$ cat src/rtl/at24_cmd_tx.sv
// rtl/at24_cmd_tx.sv - command-bus transmitter: expands requests into strobed 3-bit code frames
// Optional abort input and pause-frame insertion enabled by AT24_CMD_TX_ABORT_EN.
module at24_cmd_tx #(
    parameter int FREQ      = 50000000,
    parameter int STROBE_US = 1,
    parameter int GAP_US    = 1,
    parameter int SETUP_CYC = 2
) (
    input  logic       clk,
    input  logic       rst,
    input  logic       req_valid,
    output logic       req_ready,
    input  logic [2:0] req_op,
    input  logic [2:0] req_arg,
    output logic [2:0] O_C,
    output logic       O_CLK,
    output logic       busy,
    output logic       done,
    output logic       err
`ifdef AT24_CMD_TX_ABORT_EN
    ,
    input  logic       abort
`endif
);

    localparam longint STROBE_RAW = longint'(FREQ) * longint'(STROBE_US) / 64'd1000000;
    localparam longint GAP_RAW    = longint'(FREQ) * longint'(GAP_US) / 64'd1000000;
    localparam int STROBE_CYC = (STROBE_RAW < 1) ? 1 : int'(STROBE_RAW);
    localparam int GAP_CYC    = (GAP_RAW < 1) ? 1 : int'(GAP_RAW);
    localparam int MAX_SG     = (STROBE_CYC > GAP_CYC) ? STROBE_CYC : GAP_CYC;
    localparam int MAX_CYC    = (SETUP_CYC > MAX_SG) ? SETUP_CYC : MAX_SG;
    localparam int CW         = (MAX_CYC < 2) ? 1 : $clog2(MAX_CYC + 1);

    localparam logic [CW-1:0] SETUP_LD  = CW'(SETUP_CYC - 1);
    localparam logic [CW-1:0] STROBE_LD = CW'(STROBE_CYC - 1);
    localparam logic [CW-1:0] GAP_LD    = CW'(GAP_CYC - 1);

    typedef enum logic [2:0] {
        S_IDLE  = 3'd0,
        S_SETUP = 3'd1,
        S_HIGH  = 3'd2,
        S_GAP   = 3'd3,
        S_DONE  = 3'd4
    } state_t;

    state_t        state_q, state_d;
    logic [CW-1:0] cnt_q, cnt_d;
    logic [2:0]    op_q, op_d;
    logic [2:0]    arg_q, arg_d;
    logic [2:0]    idx_q, idx_d;
    logic          init_q, init_d;
    logic          ab_q, ab_d;
    logic          ins_q, ins_d;
    logic [2:0]    o_c_q, o_c_d;
    logic          o_clk_q, o_clk_d;
    logic          done_q, done_d;
    logic          err_q, err_d;
    logic          abort_in;

`ifdef AT24_CMD_TX_ABORT_EN
    assign abort_in = abort;
`else
    assign abort_in = 1'b0;
`endif

    function automatic logic [2:0] frame_code(input logic [2:0] op, input logic [2:0] arg,
                                              input logic [2:0] idx);
        logic [2:0] code;
        code = op;
        if (op == 3'd5) begin
            code = (idx == 3'd0) ? 3'd5 : 3'd0;
        end else if (op == 3'd7) begin
            if (idx == 3'd4)      code = arg;
            else if (idx[0])      code = 3'd0;
            else                  code = 3'd7;
        end
        return code;
    endfunction

    function automatic logic [2:0] frame_last(input logic [2:0] op);
        logic [2:0] last;
        last = 3'd0;
        if (op == 3'd5)      last = 3'd1;
        else if (op == 3'd7) last = 3'd4;
        return last;
    endfunction

    always_ff @(posedge clk or negedge rst) begin
        if (!rst) begin
            state_q <= S_IDLE;
            cnt_q   <= '0;
            op_q    <= 3'd0;
            arg_q   <= 3'd0;
            idx_q   <= 3'd0;
            init_q  <= 1'b0;
            ab_q    <= 1'b0;
            ins_q   <= 1'b0;
            o_c_q   <= 3'd0;
            o_clk_q <= 1'b0;
            done_q  <= 1'b0;
            err_q   <= 1'b0;
        end else begin
            state_q <= state_d;
            cnt_q   <= cnt_d;
            op_q    <= op_d;
            arg_q   <= arg_d;
            idx_q   <= idx_d;
            init_q  <= init_d;
            ab_q    <= ab_d;
            ins_q   <= ins_d;
            o_c_q   <= o_c_d;
            o_clk_q <= o_clk_d;
            done_q  <= done_d;
            err_q   <= err_d;
        end
    end

    always_comb begin
        state_d = state_q;
        cnt_d   = cnt_q;
        op_d    = op_q;
        arg_d   = arg_q;
        idx_d   = idx_q;
        init_d  = 1'b1;
        ins_d   = ins_q;
        err_d   = 1'b0;
        ab_d    = ab_q | (abort_in & (state_q != S_IDLE));
        case (state_q)
            S_IDLE: begin
                if (req_valid && init_q) begin
                    if (req_op == 3'd7 && req_arg != 3'd1 && req_arg != 3'd3) begin
                        err_d = 1'b1;
                    end else begin
                        state_d = S_SETUP;
                        cnt_d   = SETUP_LD;
                        op_d    = req_op;
                        arg_d   = req_arg;
                        idx_d   = 3'd0;
                        ab_d    = 1'b0;
                        ins_d   = 1'b0;
                    end
                end
            end
            S_SETUP: begin
                if (cnt_q == '0) begin
                    state_d = S_HIGH;
                    cnt_d   = STROBE_LD;
                end else begin
                    cnt_d = cnt_q - CW'(1);
                end
            end
            S_HIGH: begin
                if (cnt_q == '0) begin
                    state_d = S_GAP;
                    cnt_d   = GAP_LD;
                end else begin
                    cnt_d = cnt_q - CW'(1);
                end
            end
            S_GAP: begin
                if (cnt_q != '0) begin
                    cnt_d = cnt_q - CW'(1);
                end else if (ins_q) begin
                    state_d = S_DONE;
                end else if (ab_d) begin
                    // A final frame that already carried a pause needs no extra pause frame.
                    if (idx_q == frame_last(op_q) && o_c_q == 3'd0) begin
                        state_d = S_DONE;
                    end else begin
                        state_d = S_SETUP;
                        cnt_d   = SETUP_LD;
                        ins_d   = 1'b1;
                    end
                end else if (idx_q == frame_last(op_q)) begin
                    state_d = S_DONE;
                end else begin
                    state_d = S_SETUP;
                    cnt_d   = SETUP_LD;
                    idx_d   = idx_q + 3'd1;
                end
            end
            S_DONE: begin
                state_d = S_IDLE;
            end
            default: begin
                state_d = S_IDLE;
            end
        endcase
    end

    always_comb begin
        o_c_d = o_c_q;
        if (state_d == S_SETUP && state_q != S_SETUP) begin
            o_c_d = ins_d ? 3'd0 : frame_code(op_d, arg_d, idx_d);
        end
        o_clk_d = (state_d == S_HIGH);
        done_d  = (state_d == S_DONE);
    end

    assign req_ready = (state_q == S_IDLE) && init_q;
    assign busy      = (state_q != S_IDLE);
    assign O_C       = o_c_q;
    assign O_CLK     = o_clk_q;
    assign done      = done_q;
    assign err       = err_q;

endmodule

$ cat config.mk
export PLATFORM = sky130hd
export DESIGN_NAME = at24_cmd_tx
export DESIGN_NICKNAME = d
export VERILOG_FILES = /design/src/rtl/at24_cmd_tx.sv
export SDC_FILE = /design/constraint.sdc
export NUM_CORES = 1
export LEC_CHECK = 0
export CORE_MARGIN = 2
export CORE_UTILIZATION = 30
export CTS_CLUSTER_SIZE = 14
export DETAILED_ROUTE_END_ITERATION = 8
export PLACE_DENSITY = 0.44
export SLEW_MARGIN = 20
export SYNTH_ARGS = -nofsm -noshare
export SYNTH_HDL_FRONTEND = slang
export SYNTH_SLANG_ARGS = --single-unit
$ cat constraint.sdc
create_clock -name clk -period 3.3 [get_ports clk]
set_clock_uncertainty 0.05 [all_clocks]
set_input_delay 0.825 -clock clk [delete_from_list [all_inputs] [get_ports clk]]
set_output_delay 0.825 -clock clk [all_outputs]
set_load 0.005 [all_outputs]
# Word level (Yosys, flattened, before mapping)

Index checks and enable logic that the tools add are counted.
Widths: inputs -> output; s select.

Register bits: 26
Bits in latches: 0
Bits in writable memories: 0
Memory bits (read-only): 0
Logic and storage cells: 92
Memories: 0

Add/sub/neg operators: 2
$mul: 0
Div/mod/pow operators: 0
Order comparisons: 0
Equality and inequality tests: 20
Shift-type cells: 0
Mux-type cells: 46
Bitwise operators: 0
Reduce and logical (&&, ||, !) cells: 13

Operators by type and width:

| operator            | number |
|---|---|
| $mux 3              | 29 |
| $mux 6              | 6 |
| $eq 3x3->1 const B  | 7 |
| $pmux 6 s3          | 1 |
| $pmux 3 s4          | 1 |
| $eq 3x2->1 const B  | 3 |
| $mux 1              | 7 |
| $eq 3x1->1 const B  | 2 |
| $logic_not 3->1     | 2 |
| $logic_not 6->1     | 1 |
| $ne 3x1->1 const B  | 2 |
| $ne 3x3->1 const B  | 2 |
| $pmux 3 s2          | 1 |
| $reduce_bool 3->1   | 2 |
| $reduce_bool 6->1   | 1 |
| $sub 6x1->6 const B | 1 |
| $logic_and 1x1->1   | 5 |
| $reduce_and 5->1    | 1 |
| $ne 2x2->1 const B  | 2 |
| $add 3x1->3 const B | 1 |
| $eq 3x3->1          | 1 |
| $ne 3x2->1 const B  | 1 |
| $pmux 1 s2          | 1 |
| $reduce_or 2->1     | 1 |

# Logic depth before layout (Yosys ltp)

Gate-level depths: netlist of the first run.

Depth in word-level cells: 16
Mapped depth: 8

# Least setup slack after synthesis of the first run

No wires, ideal clock.

Kind: register -> register
Start: reg cnt_q[0]
End: reg o_c_q[0], in the netlist O_C[0]
Setup time: 0.122 ns
Arrival time: 2.477 ns
Slack: 0.652 ns
Stages on the path, launching flop included: 9
Path buffers: 0
Cells stage by stage: dfrtp_1 > inv_1 > ha_1 > nand4b_1 > or4_4 > or4_4 > a211oi_2 > o22ai_1 > a32o_1

Word-level cells in the longest chain between the ends: 8
Elaborated cells between the ends (all ways): 20
Those cells by class: eq/ne: 2; mux: 14; reduce/logical: 4

Ends and longest elaborated chain:

| item                                        | RTL line | source |
|---|---|---|
| start, declared                             | 47       | `logic [CW-1:0] cnt_q, cnt_d;` |
| start signal, assigned                      | 104      | `cnt_q <= cnt_d;` |
| $reduce_bool 6->1                           | 161      | `if (cnt_q != '0) begin` |
| $mux 3                                      | 161      |  |
| $pmux 3 s2                                  | 128      | `case (state_q)` |
| $eq 3x3->1 / $mux 3 (equally long branches) | 73, 74   |  |
| $mux 3                                      | 73       | `if (idx == 3'd4) code = arg;` |
| $mux 3                                      | 72       | `end else if (op == 3'd7) begin` |
| $mux 3                                      | 70       | `if (op == 3'd5) begin` |
| $mux 3                                      | 194      | `o_c_d = ins_d ? 3'd0 : frame_code(op_d, arg_d, idx_d);` |
| end signal, assigned                        | 98       | `o_c_q <= 3'd0;` |
| end signal, assigned                        | 111      | `o_c_q <= o_c_d;` |
| end, declared                               | 54       | `logic [2:0] o_c_q, o_c_d;` |

Several ways; a longest one is shown, not always the timed one.
A chain may end at the register's enable or synchronous reset.

# Worst setup path after layout of the first run

Start: reg cnt_q[0]
End: reg o_c_q[2], in the netlist O_C[2]

Same word-level chain as after synthesis.

==> run summary, run 1 <==
The run finished with clean final reports. The number of global-route vias before repair is around 1,300. The fraction of power consumed by the clock network came out at 14.7%. The clock transition at the registers of the reported paths is about 0.090 ns. The count of vias placed by the detailed router came out at 1,325. In this run the power spent charging and discharging nets is 557 µW. The net count after synthesis came out at ~180. IR analysis of the VDD net gives a maximum drop of 0.000290 V. The TritonCTS clock tree is built.

The global routing usage on met2 is 22.7%. The minimum setup slack after placement came out at ~0.27 ns. For this run, asynchronously set or reset flops after synthesis account for 100%. Dividing the detail-routed wire length by the instance count gives between 10 and 15 µm.

Post-CTS timing repair inserted 0 buffers for setup. The classification of the worst setup path is flop to flop. The worst path setup slack after routing is 0.369 ns. The remaining global-route overflow came out at 0. The top-level port count is 17. Entering global routing, the biggest net connects 27 pins.

The top cell types in the final layout, fill and taps aside, are sky130_fd_sc_hd__nand2_1 (27), sky130_fd_sc_hd__dfrtp_1 (26), sky130_fd_sc_hd__nor2_1 (18). The TritonCTS sink count is 26. The power density over cell area came out at 766 nW/µm².

The largest total area in the synthesized netlist belongs to sky130_fd_sc_hd__dfrtp_1. The count of final hold-check violations came to 0. The worst path uses between 80% and 90% of the clock period. Net switching is between 40% and 50% of the power. In this run the static leakage power is around 0.76 nW. In the final timing run, aggregate negative setup slack is 0 ns. The starting density of the core is about a third. The slew at the pin closest to its max-slew limit came out at a little over 0.5 ns.

The post-detailed-route via-to-cell ratio is a little over 5. The fraction of power consumed by sequential logic came out at about two fifths. The net count of the finished layout is 200. The average footprint of a synthesized cell is approximately 9 µm².

The congestion estimate from routability-driven global placement came to a little under 0.9. The relative max-transition margin is around 66%. Summed over all layers, the routed wires come to around 3.7 mm.

The final total power is between 1 and 1.5 mW. The tree is rooted in a sky130_fd_sc_hd__clkbuf_8. The smallest clock period supported by the final layout is computed as 2.93 ns. For this run, the register share of the synthesized area comes to between 40% and 50%.

On the final layout, the worst hold slack is 0.438 ns. The fraction of synthesized cell area taken by the top area cell type is a little over two fifths. The post-synthesis instance area is approximately 1500 µm². The total placed cells including tap cells came out at 251. The count of different cell masters after synthesis came out at 45.

The number of flops mapped to enable cells by yosys is 0. In the routed design, unresolved DRC markers number 0. The worst-path maximum fanout is 8. The maximum buffer depth of the clock tree is 2. The final antenna diode count is 0.

The number of storage elements in the synthesis netlist came out at 26. The core region area came out at around 4800 µm². Data arrives at the worst endpoint at 3.05 ns.

The internal portion of total power came out at approximately 830 µW. The most used routing layer is met2. In this run, CTS created clock tree buffers numbering 3. In the post-synthesis netlist, the biggest area contributors are sky130_fd_sc_hd__dfrtp_1 (43%), sky130_fd_sc_hd__nand2_1 (6.7%), sky130_fd_sc_hd__nor2_1 (4.5%). The highest clock frequency the design can meet is ~0.34 GHz. The total number of placement rows is 25. The number of buffers inserted for hold repair after clock tree synthesis is 0.

In this run the number of H-tree levels came out at 1. Among all flip-flop cells after synthesis, the most frequent one is sky130_fd_sc_hd__dfrtp_1. In this run the worst hold path is classified as flop to flop. After clock tree synthesis, the repair step resized 0 gates. The fraction of power consumed by combinational cells came out at around 45%. The count of nets left with antenna violations after detail routing is 0. The post-synthesis instance total came out at between 150 and 200. The first-iteration detailed-routing DRC count is 86. The placed wire-length estimate came out at around 2.8 mm. Once layout is complete, the cells apart from fillers number approximately 260.

The number of port buffers came out at 16. Global routing used 14.2% of the available tracks. The number of detailed-routing iterations run before antenna repair is 4. The clock reaches the later pin of the worst-skew pair after 0.27 ns. From bottom edge to top edge, the die measures ~75 µm. The area added between synthesis and finish is 20.4%. The die footprint is approximately 5600 µm².

The count of final max-slew check failures was 0. Setup violations remaining at the end of the flow were counted as 0. The routing usage on met3 came out at under 10%. The initial antenna violation count came out at 0. Setup repair after global routing left no endpoint under its margin.

The share of cells above drive strength 1 came out at 11.7%. The global-route wire length before repair is a little over 6 mm. The required time of the critical path came out at 3.41 ns.

The floorplan die width came out at ~75 µm. The met1 track utilization from global routing is 20.0%. The worst setup path is captured at a flop. Leaving out fill and tap cells, the most frequent cell in the layout is sky130_fd_sc_hd__nand2_1.

The worst setup path is launched from a flop. Max-cap violations in this run came to 0. The count of synthesis-stage warnings from yosys came out at 0.
## stage by stage
step                      cell area [µm²]  utilization (%)
after floorplan                      1510                -
after global placement               1760             36.7
after detailed placement             1760             36.7
after CTS                            1810             37.9
after global routing                 1810             37.9
final                                1810             37.9
## kinds of logic after synthesis
family / after synthesis / share of synthesized area, %
fa+ha+maj: 2 / 1.66
flops: 26 / 43.2
xor+xnor: 1 / 0.582
mux: 5 / 3.57
buf+inv: 12 / 3.16
other cells: 1 / 0.249
simple gates: 78 / 25.9
compound gates: 45 / 21.6
## sequential cells by signal, summed over array words and instances, names as in the netlist, 3 cells and up
signal   cells
cnt_q        6
O_C          3
arg_q        3
idx_q        3
op_q         3
state_q      3
## worst max-delay path: stages, from the launching register on
cell and delay, ns:
sky130_fd_sc_hd__dfrtp_1 0.41, sky130_fd_sc_hd__inv_1 0.10, sky130_fd_sc_hd__ha_1 0.31, sky130_fd_sc_hd__nand4b_1 0.20
sky130_fd_sc_hd__or4_4 0.49, sky130_fd_sc_hd__or4_4 0.50, sky130_fd_sc_hd__a211oi_2 0.33, sky130_fd_sc_hd__o22ai_1 0.16
sky130_fd_sc_hd__a32o_1 0.27
## cells in the mapped netlist, types with 3 or more instances
library cell               number
sky130_fd_sc_hd__nand2_1       27
sky130_fd_sc_hd__dfrtp_1       26
sky130_fd_sc_hd__nor2_1        18
sky130_fd_sc_hd__o21ai_0       13
sky130_fd_sc_hd__a21oi_1        7
sky130_fd_sc_hd__nand3_1        6
sky130_fd_sc_hd__nor3_1         6
sky130_fd_sc_hd__clkbuf_1       5
sky130_fd_sc_hd__inv_1          5
sky130_fd_sc_hd__o31ai_1        4
sky130_fd_sc_hd__a21o_1         3
sky130_fd_sc_hd__mux2_2         3
sky130_fd_sc_hd__nor4_1         3
sky130_fd_sc_hd__o22ai_1        3
## path summary, 6_finish.rpt
kind                           from  endpoint  slack [ns]  cells after the start
max                        cnt_q[0]    O_C[2]        0.37                      8
min                        arg_q[1]  arg_q[1]        0.44                      2
max reg2reg                cnt_q[0]    O_C[2]        0.37                      8
min reg2reg                arg_q[1]  arg_q[1]        0.44                      2
max in group asynchronous       rst  cnt_q[2]        2.07                      2
min in group asynchronous       rst   op_q[0]        0.86                      2
## layer usage
layer / share of wire, % / wire (µm) / up-vias
met5: 0 / 0 / -
met4: 0.67 / 25 / 0
met3: 2.1 / 77 / 2
met2: 50 / 1870 / 17
met1: 47 / 1770 / 655
li1: - / - / 651
## cell type report
class	instances	area [µm²]
flip-flops and latches	26	651
clock buffers	4	55.1
fillers	503	2970
multi-input cells	132	807
inverters	5	18.8
repair buffers	21	198
well taps	67	83.8
## power groups by stage
stage               combinational (mW)  clock [mW]  sequential [mW]
floorplan                        0.467           0            0.504
global placement                 0.618           0            0.568
detailed placement               0.620           0            0.566
CTS                              0.627       0.219            0.559
global route                     0.704       0.229            0.577
finish                           0.624       0.205            0.560
Power figures use the tool's default switching activity.
==> inputs of run 2 (changes only) <==
- CAP_MARGIN: default -> 15
==> results of run 2 <==
Final layout, timing and power as in run 1 (identical DEF).
